==> src/rtl/reg_pipe_stage.sv <==
`timescale 1ns/1ps
// reg_pipe_stage
//   Elastic valid/ready pipeline stage register with a 2-entry skid buffer.
//   in_ready is decoded straight from the state register, so a downstream
//   stall propagates upstream one stage per cycle with no combinational
//   ready path through the stage.
//
//   Optional feature: define REG_PIPE_STATS_EN to add the stall_cnt port,
//   a saturating count of cycles with out_valid & !out_ready. Only rst
//   clears it.
//
// Parameters
//   W        payload width
//   RST_VAL  value on out_data after reset or flush
//   CNT_W    stall counter width (REG_PIPE_STATS_EN only)
//
// Ports
//   clk        rising-edge clock
//   rst        asynchronous active-high reset
//   flush      synchronous flush, squashes all held entries
//   in_valid   upstream payload available
//   in_ready   stage can accept (registered)
//   in_data    upstream payload
//   out_valid  out_data holds a valid payload
//   out_ready  downstream accepts out_data this cycle
//   out_data   payload to next stage
//   stall_cnt  stall cycle counter (REG_PIPE_STATS_EN only)
module reg_pipe_stage #(
  parameter int unsigned    W       = 96,
  parameter logic [W-1:0]   RST_VAL = '0,
  parameter int unsigned    CNT_W   = 16
) (
  input  logic             clk,
  input  logic             rst,
  input  logic             flush,
  input  logic             in_valid,
  output logic             in_ready,
  input  logic [W-1:0]     in_data,
  output logic             out_valid,
  input  logic             out_ready,
  output logic [W-1:0]     out_data
`ifdef REG_PIPE_STATS_EN
  ,
  output logic [CNT_W-1:0] stall_cnt
`endif
);

  if (W < 1 || CNT_W < 1) begin : g_bad_param
    $error("reg_pipe_stage: W and CNT_W must be at least 1");
  end

  typedef enum logic [1:0] {
    ST_EMPTY,
    ST_ONE,
    ST_FULL
  } state_t;

  state_t         state_q, state_d;
  logic [W-1:0]   main_q, main_d;
  logic [W-1:0]   skid_q, skid_d;
  logic           push, pop;

  assign out_valid = (state_q != ST_EMPTY);
  assign in_ready  = (state_q != ST_FULL);
  assign out_data  = main_q;

  assign push = in_valid & in_ready;
  assign pop  = out_valid & out_ready;

  always_ff @(posedge clk or posedge rst) begin
    if (rst) begin
      state_q <= ST_EMPTY;
      main_q  <= RST_VAL;
      skid_q  <= RST_VAL;
    end else begin
      state_q <= state_d;
      main_q  <= main_d;
      skid_q  <= skid_d;
    end
  end

  always_comb begin
    state_d = state_q;
    main_d  = main_q;
    skid_d  = skid_q;
    case (state_q)
      ST_EMPTY: begin
        if (push) begin
          state_d = ST_ONE;
          main_d  = in_data;
        end
      end
      ST_ONE: begin
        if (push && pop) begin
          main_d = in_data;
        end else if (push) begin
          state_d = ST_FULL;
          skid_d  = in_data;
        end else if (pop) begin
          state_d = ST_EMPTY;
        end
      end
      ST_FULL: begin
        // in_ready is low here, so only a pop can move the state
        if (pop) begin
          state_d = ST_ONE;
          main_d  = skid_q;
        end
      end
      default: begin
        state_d = ST_EMPTY;
      end
    endcase
    // A pop in this cycle has already been sampled downstream; a push is
    // accepted but discarded along with everything held.
    if (flush) begin
      state_d = ST_EMPTY;
      main_d  = RST_VAL;
      skid_d  = RST_VAL;
    end
  end

`ifdef REG_PIPE_STATS_EN
  always_ff @(posedge clk or posedge rst) begin
    if (rst) begin
      stall_cnt <= '0;
    end else if (out_valid && !out_ready && (stall_cnt != '1)) begin
      stall_cnt <= stall_cnt + 1'b1;
    end
  end
`endif

endmodule
==> config.mk <==
export PLATFORM = sky130hd
export DESIGN_NAME = reg_pipe_stage
export DESIGN_NICKNAME = d
export VERILOG_FILES = /design/src/rtl/reg_pipe_stage.sv
export SDC_FILE = /design/constraint.sdc
export NUM_CORES = 1
export LEC_CHECK = 0
export ABC_AREA = 1
export BUFFER_PORTS_ARGS = -buffer_cell sky130_fd_sc_hd__buf_2
export CORE_AREA = 2 2 129 143
export DETAILED_ROUTE_END_ITERATION = 10
export DIE_AREA = 0 0 131 145
export PLACE_DENSITY = 0.79
export SLEW_MARGIN = 20
export SYNTH_ARGS = -nofsm -noshare
export SYNTH_HDL_FRONTEND = slang
export SYNTH_SLANG_ARGS = --single-unit
==> constraint.sdc <==
create_clock -name clk -period 8.1 [get_ports clk]
set_clock_uncertainty 0.15 [all_clocks]
set_input_delay 1.215 -clock clk [delete_from_list [all_inputs] [get_ports clk]]
set_output_delay 1.215 -clock clk [all_outputs]
set_load 0.005 [all_outputs]
==> results of run 1 <==
==> worst paths after layout <==
path	startpoint	cells after the start	endpoint	slack (ns)
worst max-delay path	state_q[0]	4	in_ready	4.32
worst min-delay path	out_data[1]	2	out_data[1]	0.31
worst max register to register	state_q[0]	11	out_data[52]	4.53
worst min register to register	out_data[1]	2	out_data[1]	0.31
max in group asynchronous	rst	3	out_data[91]	5.48
min in group asynchronous	rst	2	out_data[47]	0.75
==> through the flow <==
step / instance area, sq um / power [mW] / hold WS (ns) / cells
final: 11000 / 3.42 / 0.314 / 1578
after global routing: 11000 / 3.67 / 0.338 / 1576
after CTS: 10900 / 3.43 / 0.320 / 1575
after detailed placement: 10300 / 2.55 / 0.303 / 1544
after global placement: 10300 / 2.52 / 0.300 / 1544
after floorplan: 9490 / 2.13 / 0.315 / 1213
==> cell families (layout without fill, tap and decap cells) <==
| kind of cell | after synthesis | count (layout) | synth area share [%] |
|---|---|---|---|
| AO/OA/AOI/OAI | 161 | 161 | 8.49 |
| flip-flops | 194 | 194 | 51.2 |
| buffers and inverters | 123 | 248 | 6.12 |
| AND/OR/NAND/NOR | 730 | 730 | 33.6 |
| other | 0 | 2 | 0 |
| adder cells (fa/ha/maj) | 5 | 5 | 0.659 |
==> cell usage in the layout, fill, tap and decap left out, types with 5 or more instances in the layout <==
cell type and instances:
nand3_1 130, nand4_1 96, buf_4 6, buf_2 198, nand2_1 300, o21ai_0 160, clkbuf_16 17, inv_1 5
nor2_1 195, dfrtp_1 194
==> worst register-to-register path: stages, from the launching register on <==
cell and delay [ns]:
dfrtp_1 0.40, inv_1 0.10, ha_2 0.21, inv_2 0.31, buf_4 0.60, nand2_1 0.23
nand2_1 0.11, nand2_1 0.06, inv_2 0.07, buf_4 0.81, nand4_1 0.30, nand2_1 0.15
==> final cells by class <==
class	instances	area [sq um]	share of cell area, %
sequential	194	4850	44.2
multi-input combinational	896	4090	37.3
timing repair buffer	206	1070	9.71
clock buffer	24	492	4.48
tap	238	298	2.71
clock inverter	7	124	1.13
inverter	11	53.8	0.490
antenna	2	5.00	0.0456
==> flip-flops by register name, summed over array words and instances, names as in the netlist <==
name / count
skid_q: 96
state_q: 2
out_data: 96
==> power by group through the flow <==
stage	Combinational (mW)	Sequential [mW]	Clock, mW
after floorplan	0.688	1.44	0
after global placement	1.08	1.44	0
after detailed placement	1.11	1.44	0
after CTS	1.12	1.43	0.892
after global routing	1.27	1.46	0.936
final	1.12	1.43	0.879
==> metal layers <==
layer	part of all wire (%)	GRT usage [%]
met1	44	38.5
met2	47	37.9
met3	7.6	5.24
met4	2.1	8.56
met5	0	0
==> cells in the mapped netlist, drive strengths merged <==
| cell | n | share of area [%] |
|---|---|---|
| a21oi | 1 | 0.053 |
| buf | 64 | 3.8 |
| clkbuf | 48 | 1.9 |
| dfrtp | 194 | 51 |
| ha | 5 | 0.66 |
| inv | 11 | 0.44 |
| nand2 | 304 | 12 |
| nand3 | 132 | 7.1 |
| nand3b | 1 | 0.12 |
| nand4 | 96 | 6.3 |
| nor2 | 196 | 7.8 |
| nor3b | 1 | 0.079 |
| o21ai | 160 | 8.4 |
==> results.ini, run 1 <==
[placement]
dp_slack_ns = 3.84
gp_congestion = 0.784
io_buffers = 198
hpwl_um = 13800

[logic_synthesis]
syn_inst = 1213
ys_warn_count = 0
synth_fp_nets = 1319
syn-cell-area_sq_um = 9490
yosysSeqAreaShare_pct = 51.2
ys_ff_latch = 194
ys_types = 21
syn_area_per_cell_sq_um = 7.82

[clocking]
cts_max_level = 4
path_clk_slew_ns = 0.07
clk_latency_ns = 0.43
cts_sinks = 194
cts_hold_buf = 0
cts_tree = built
cts_buffers = 17
post_cts_buffers = 0
clock_path_buffers = 2
cts_resized = 0
cts-root-buf = clkbuf_16

[power]
irDropWorstVdd_mv = 0.178
swShare_pct = 36.4
combPwrFrac_pct = 32.7
p_seq_share_pct = 41.7
total_leakage_power_nw = 6.02
p_clk_share_pct = 25.7
p_switching_mw = 1.25
powerDensity_nw_per_um2 = 312
internal_power_mw = 2.18

[die]
initial_utilization_pct = 54.1
io_pins = 199
core_area_sq_um = 17500
die_h_um = 145
die_x_um = 131
std_cell_rows = 51
die_area_sq_um = 19000

[finish]
utilization_pct = 62.6
fin_nets = 1432
synthToLayoutAreaGrowth_pct = 15.8
drive_gt1_share_pct = 18.6
final.fill_count = 1558

[sta]
slew_headroom_pct = 27.4
fin_setup_tns_ns = 0
tightestPinTransition_ns = 1.09
slew_violations = 0
finalCritPeriodShare_pct = 46.7
rsz0062_at_grt = false
period_needed_ns = 3.78
fmax_ghz = 0.264
setup_slack_ns = 4.32
hold_viol = 0
setup_viol = 0

[critical_path]
critPathTopFamily = buffers and inverters
critPathBufInv = 3
required_ns = 6.73
critPathCaptureType = output port
startpoint_type = register
cp_max_fo = 25
crit_path_max_incr_delay_ns = 0.75
worst_ep_arrival_time_ns = 2.42
cp_slowest_cell = ha_1
crit_type = register to output port
cp_cell_sequence = inv_1 > ha_1 > inv_2 > buf_2

[drt]
route.detailed.drc = 0
routedWlPerCell_um = 15.5
wl_um = 24500
via_per_inst = 5.63
dr.pass1.iters = 6
ant_nets = 0
via_count = 8883
drt_iter0_markers = 1070

[status]
status = complete, no violations

[global_route]
grt_pass1_vias = 7951
grt_start_max_net_pins = 156
grt_pass1_wl_um = 39800
grt-ovfl-total = 0
antenna_found_initial = 1
grt_usage_pct = 25.9

[hold_path]
hold_class = register to register

[job]
drv_cap = 0

No activity file was read; power rests on OpenSTA's default activity.
==> run 2, diff against run 1 <==
--- a/config.mk
+++ b/config.mk
@@ -5,11 +5,11 @@
 export SDC_FILE = /design/constraint.sdc
 export NUM_CORES = 1
 export LEC_CHECK = 0
-export ABC_AREA = 1
+export ABC_AREA = 0
 export BUFFER_PORTS_ARGS = -buffer_cell sky130_fd_sc_hd__buf_2
-export CORE_AREA = 2 2 129 143
+export CORE_AREA = 2 2 123 137
 export DETAILED_ROUTE_END_ITERATION = 10
-export DIE_AREA = 0 0 131 145
+export DIE_AREA = 0 0 125 139
 export PLACE_DENSITY = 0.79
 export SLEW_MARGIN = 20
 export SYNTH_ARGS = -nofsm -noshare
==> constraint.sdc (replaced) <==
create_clock -name clk -period 3.7 [get_ports clk]
set_clock_uncertainty 0.15 [all_clocks]
set_input_delay 0.555 -clock clk [delete_from_list [all_inputs] [get_ports clk]]
set_output_delay 0.555 -clock clk [all_outputs]
set_load 0.005 [all_outputs]
==> run 2 against run 1 <==
Against the previous run: die area fell by 8.5%; clock power grew 120%; utilization rose by 1.0 points; area after synthesis is 11% lower; global-route usage is 2.6 points lower; sequential share of layout area up 3.3 points; final area down 6.9%; critical endpoint unchanged.
==> results.ini, run 2 <==
[power]
p_clk_share_pct = 31.1
p_seq_share_pct = 44.3
internal_power_mw = 4.32
total_leakage_power_nw = 4.62
powerDensity_nw_per_um2 = 610
irDropWorstVdd_mv = 0.306
combPwrFrac_pct = 24.6
swShare_pct = 30.7
p_switching_mw = 1.92

[status]
status = complete, no violations

[critical_path]
cp-startpoint = state_q[0]
required_ns = 2.99
reg2reg_from = state_q[0]
rr_endpoint = out_data[46]
cp_max_fo = 25
startpoint_type = register
critPathCaptureType = output port
reg2reg_depth = 7
worst_ep_arrival_time_ns = 1.79
crit_type = register to output port
reg2reg_slack_ns = 1.22

[logic_synthesis]
synth_edf_count = 0
synth_common_cells = dfrtp_1, nand2_1, a21oi_1, mux2i_1, o2bb2ai_1
ys_ff_latch = 194
synth_fa_ha_area_share_pct = 0.740
synth.top_cell.area_share_pct = 57.4
async_flop_share_pct = 100
synth_top_area_cell = dfrtp_1
synthFlopType = dfrtp_1
synth_compound_area_share_pct = 17.1
syn-cell-area_sq_um = 8460
synth_simple_gate_area_share_pct = 9.38
ys_warn_count = 0
ys_types = 29
synth_most_common_cell = dfrtp_1
synth_xor_area_share_pct = 0.104
syn_area_per_cell_sq_um = 11.0
synth_area_leaders = dfrtp_1, mux2i_1, o2bb2ai_1, nand2_1, a21oi_1
synth_fp_nets = 873
synthMuxAreaShare_pct = 11.4
syn_inst = 767
yosysSeqAreaShare_pct = 57.4
synth_top_family_by_area = compound AO/OA/AOI/OAI gates

[clocking]
cts_max_level = 4
cts_sinks = 194
post_cts_buffers = 0
path_clk_slew_ns = 0.07
cts_tree = built
cts_resized = 0
clock_path_buffers = 2
cts-root-buf = clkbuf_16
cts_hold_buf = 0
clk_latency_ns = 0.43
cts_buffers = 17

[global_route]
antenna_found_initial = 2
grt_usage_pct = 23.3
grt_pass1_wl_um = 32900
grt_start_max_net_pins = 104
grt_pass1_vias = 6433
grt-ovfl-total = 0

[die]
die_x_um = 125
io_pins = 199
std_cell_rows = 49
core_area_sq_um = 16100
die_h_um = 139
initial_utilization_pct = 52.7
die_area_sq_um = 17400

[drt]
route.detailed.drc = 0
ant_nets = 0
via_count = 6424
dr.pass1.iters = 7
via_per_inst = 5.58
wl_um = 20000
routedWlPerCell_um = 17.4
drt_iter0_markers = 488

[sta]
slew_headroom_pct = 48.7
hold_viol = 0
fmax_ghz = 0.401
slew_violations = 0
period_needed_ns = 2.49
rsz0062_at_grt = false
tightestPinTransition_ns = 0.769
setup_slack_ns = 1.21
finalCritPeriodShare_pct = 67.4
setup_viol = 0
fin_setup_tns_ns = 0

[placement]
hpwl_um = 12400
gp_congestion = 0.755
io_buffers = 198
dp_cells = 1121
dp_slack_ns = 1.22

[finish]
utilization_pct = 63.7
synthToLayoutAreaGrowth_pct = 20.9
final_cell_mix = buf_2, dfrtp_1, nand2_1
fin_nets = 1042
final_cells = 1152
layout_commonest_cell = buf_2
diodes = 0
drive_gt1_share_pct = 27.4

[hold_path]
hold_class = input port to async pin

[job]
drv_cap = 0

run 2: layout make-up:
| class | count | area, sq um |
|---|---|---|
| clock inverters | 8 | 124 |
| flip-flops and latches | 194 | 4850 |
| clock buffers | 23 | 508 |
| multi-input cells | 505 | 3320 |
| well taps | 204 | 255 |
| inverters | 5 | 22.5 |
| fillers | 1331 | 5840 |
| repair buffers | 213 | 1140 |
run 2: layer usage:
metal / GRT usage, % / up-vias / wire (um)
li1: - / 3018 / -
met1: 32.0 / 3195 / 8890
met2: 37.2 / 190 / 9760
met3: 5.44 / 19 / 1080
met4: 7.02 / 2 / 259
met5: 0 / - / 15
run 2: logic make-up after synthesis:
| family | after synthesis |
|---|---|
| muxes | 96 |
| DFF | 194 |
| xor gates and xnor gates | 1 |
| and+or+nand+nor | 203 |
| AOI/OAI and AO/OA | 200 |
| buffers and inverters | 68 |
| adders and majority gates | 5 |
run 2: power by group through the flow:
stage	sequential, mW	clock (mW)	combinational (mW)
6_report	2.76	1.94	1.54
3_3_place_gp	2.78	0	1.51
2_1_floorplan	2.78	0	0.923
3_5_place_dp	2.78	0	1.55
4_1_cts	2.76	1.97	1.56
5_1_grt	2.81	2.06	1.69
run 2: critical path: stages (launching register included):
cell,delay (ns)
dfrtp_1,0.42
inv_1,0.16
ha_1,0.17
buf_4,0.39
inv_1,0.07
buf_2,0.14
run 2: how the worst max path moves through the flow:
stage	to	slack, ns	cells past startpoint
finish	in_ready	1.21	5
floorplan	out_data[0]	0.49	1
detailed placement	out_data[82]	1.22	7
CTS	in_ready	1.19	5
global placement	out_data[88]	1.29	5
global route	out_data[70]	1.07	7
run 2: metrics by stage:
stage / cell area, sq um / total power, mW / hold WS, ns
final: 10200 / 6.24 / 0.109
after global routing: 10200 / 6.56 / 0.168
after CTS: 10200 / 6.29 / 0.155
after detailed placement: 9590 / 4.34 / 0.318
after global placement: 9590 / 4.30 / 0.316
after floorplan: 8460 / 3.70 / 0.329
==> run 3, diff against run 2 <==
--- a/config.mk
+++ b/config.mk
@@ -7,10 +7,10 @@
 export LEC_CHECK = 0
 export ABC_AREA = 0
 export BUFFER_PORTS_ARGS = -buffer_cell sky130_fd_sc_hd__buf_2
-export CORE_AREA = 2 2 123 137
+export CORE_AREA = 2 2 129 143
 export DETAILED_ROUTE_END_ITERATION = 10
-export DIE_AREA = 0 0 125 139
-export PLACE_DENSITY = 0.79
+export DIE_AREA = 0 0 131 145
+export PLACE_DENSITY = 0.76
 export SLEW_MARGIN = 20
 export SYNTH_ARGS = -nofsm -noshare
 export SYNTH_HDL_FRONTEND = slang
==> constraint.sdc (replaced) <==
create_clock -name clk -period 2.11 [get_ports clk]
set_clock_uncertainty 0.15 [all_clocks]
set_input_delay 0.3165 -clock clk [delete_from_list [all_inputs] [get_ports clk]]
set_output_delay 0.3165 -clock clk [all_outputs]
set_load 0.005 [all_outputs]
==> run 3 against run 2 <==
Against the previous run: global-route usage is 0.71 points higher; clock power up 79%; critical path depth increased by 4; utilization is 2.6 points higher; final area rose by 14%; setup slack got worse by 1.2 ns; critical path type is now register to register; first-iteration DRC count fell by 2.0%; power grew 88%; count of clock-buffer cells in the layout is 5 lower; combinational power is 120% higher.
==> results.ini, run 3 (synthesis results as in run 2) <==
[finish]
drive_gt1_share_pct = 27.2
diodes = 0
layout_commonest_cell = buf_2
final_cell_mix = buf_2, dfrtp_1, nand2_1
fin_nets = 1165
synthToLayoutAreaGrowth_pct = 37.4
utilization_pct = 66.2
design_area_sq_um = 11600

[critical_path]
cpMostUsedCell = buf_4
cp_slowest_cell = dfrtp_1
crit_type = register to register
worst_ep_arrival_time_ns = 2.30
reg2reg_from = state_q[1]
required_ns = 2.30
crit_path_max_incr_delay_ns = 0.42
critPathCaptureType = register
startpoint_type = register
rr_endpoint = out_data[37]
reg2reg_depth = 9
cp_max_fo = 10
reg2reg_slack_ns = 0.0007
cp_cell_sequence = inv_1 > ha_2 > and4bb_1 > o32a_1 > buf_4 > o21ai_4 > buf_4 > buf_6 > o2bb2ai_1

[clocking]
clk_latency_ns = 0.42
path_clk_slew_ns = 0.07
cts_max_level = 4
cts_sinks = 194
clock_path_buffers = 2
cts_buffers = 17
cts-root-buf = clkbuf_16
cts_tree = built

[drt]
routedWlPerCell_um = 17.7
dr.pass1.iters = 5
ant_nets = 0
via_per_inst = 5.38
wl_um = 23200
drt_iter0_markers = 478
via_count = 7052
route.detailed.drc = 0

[die]
std_cell_rows = 51
initial_utilization_pct = 48.2
core_area_sq_um = 17500
io_pins = 199
die_area_sq_um = 19000
die_x_um = 131
die_h_um = 145

[global_route]
grt_pass1_wl_um = 36300
grtUsageMet3_pct = 4.61
use_met1_pct = 31.5
antenna_found_initial = 0
grt_usage_pct = 24.0
grtUsageMet2_pct = 39.8
grt_pass1_vias = 7215
grt-ovfl-total = 0
grt_start_max_net_pins = 93
busiest_layer = met2

[placement]
io_buffers = 198
dp_slack_ns = 0.0129
hpwl_um = 12800
gp_congestion = 0.797
place_area_sq_um = 9830

[hold_path]
hold_class = input port to register
hold_start = in_data[64]
min_path_cells = 3
min_to = skid_q[64]

[sta]
hold_viol = 0
hold_ws_ns = 0.0309
fmax_ghz = 0.474
period_needed_ns = 2.11
slew_headroom_pct = 65.1
tightestPinTransition_ns = 0.523
slew_violations = 0
rsz0062_at_grt = true
finalCritPeriodShare_pct = 100
setup_viol = 0
setup_slack_ns = 0.000674

[power]
powerDensity_nw_per_um2 = 1010
p_total_mw = 11.7
total_leakage_power_nw = 5.22
irDropWorstVdd_mv = 0.547

[job]
drv_cap = 0

[status]
status = complete, no violations

[run 3: cell types whose count changed in the layout (fill, tap and decap cells not counted), sizes merged]
cell | previous run | this run
clkbuf | 23 | 21
buf | 213 | 236
bufinv | 3 | 4
clkinvlp | 3 | 2
and3 | 1 | 2
inv | 4 | 10
dlygate4sd3 | 0 | 96
[run 3: report_power, final]
part / switching, mW / internal (mW)
Clock: 1.46 / 2.01
Sequential: 0.437 / 4.41
Combinational: 1.80 / 1.59
[run 3: layout make-up]
class / instances / area [sq um]
inverter: 5 / 22.5
clock inverter: 14 / 199
timing repair buffer: 335 / 2480
sequential: 194 / 4850
tap: 238 / 298
clock buffer: 18 / 429
fill: 1293 / 5920
multi-input combinational: 506 / 3340
[run 3: worst max-delay path, delay by kind of cell (launching register included)]
kind,cells,cell delay [ns]
AO/OA/AOI/OAI,3,0.37
adder cells (fa/ha/maj),1,0.21
buffers and inverters,4,0.65
flip-flops,1,0.42
AND/OR/NAND/NOR,1,0.24
[run 3: how the worst max path moves through the flow]
stage | from | slack, ns | cells past startpoint | end
3_3_place_gp | state_q[1] | 0.11 | 7 | out_data[52]
2_1_floorplan | rst | -0.86 | 1 | out_data[0]
6_report | state_q[1] | 0.0007 | 9 | out_data[37]
4_1_cts | state_q[0] | 0.003 | 8 | skid_q[64]
3_5_place_dp | state_q[1] | 0.01 | 7 | out_data[60]
5_1_grt | state_q[1] | -0.08 | 9 | out_data[46]
[run 3: stage by stage]
step | cells | TNS [ns]
after floorplan | 767 | -167.02
after global placement | 1167 | 0
after detailed placement | 1167 | 0
after CTS | 1295 | 0
after global routing | 1310 | -3.89
final | 1310 | 0
[run 3: layer usage]
metal,vias up,wire [um]
met5,-,0
met4,0,456
met3,32,1130
met2,234,11800
met1,3510,9880
li1,3276,-
[run 3: repair_timing]
item                                    CTS  global route
endpoints found under the setup margin    0           171
buffers inserted                          0            10
gates resized for setup                   0            12
hold endpoints to repair                289             0
hold buffers                             96             0
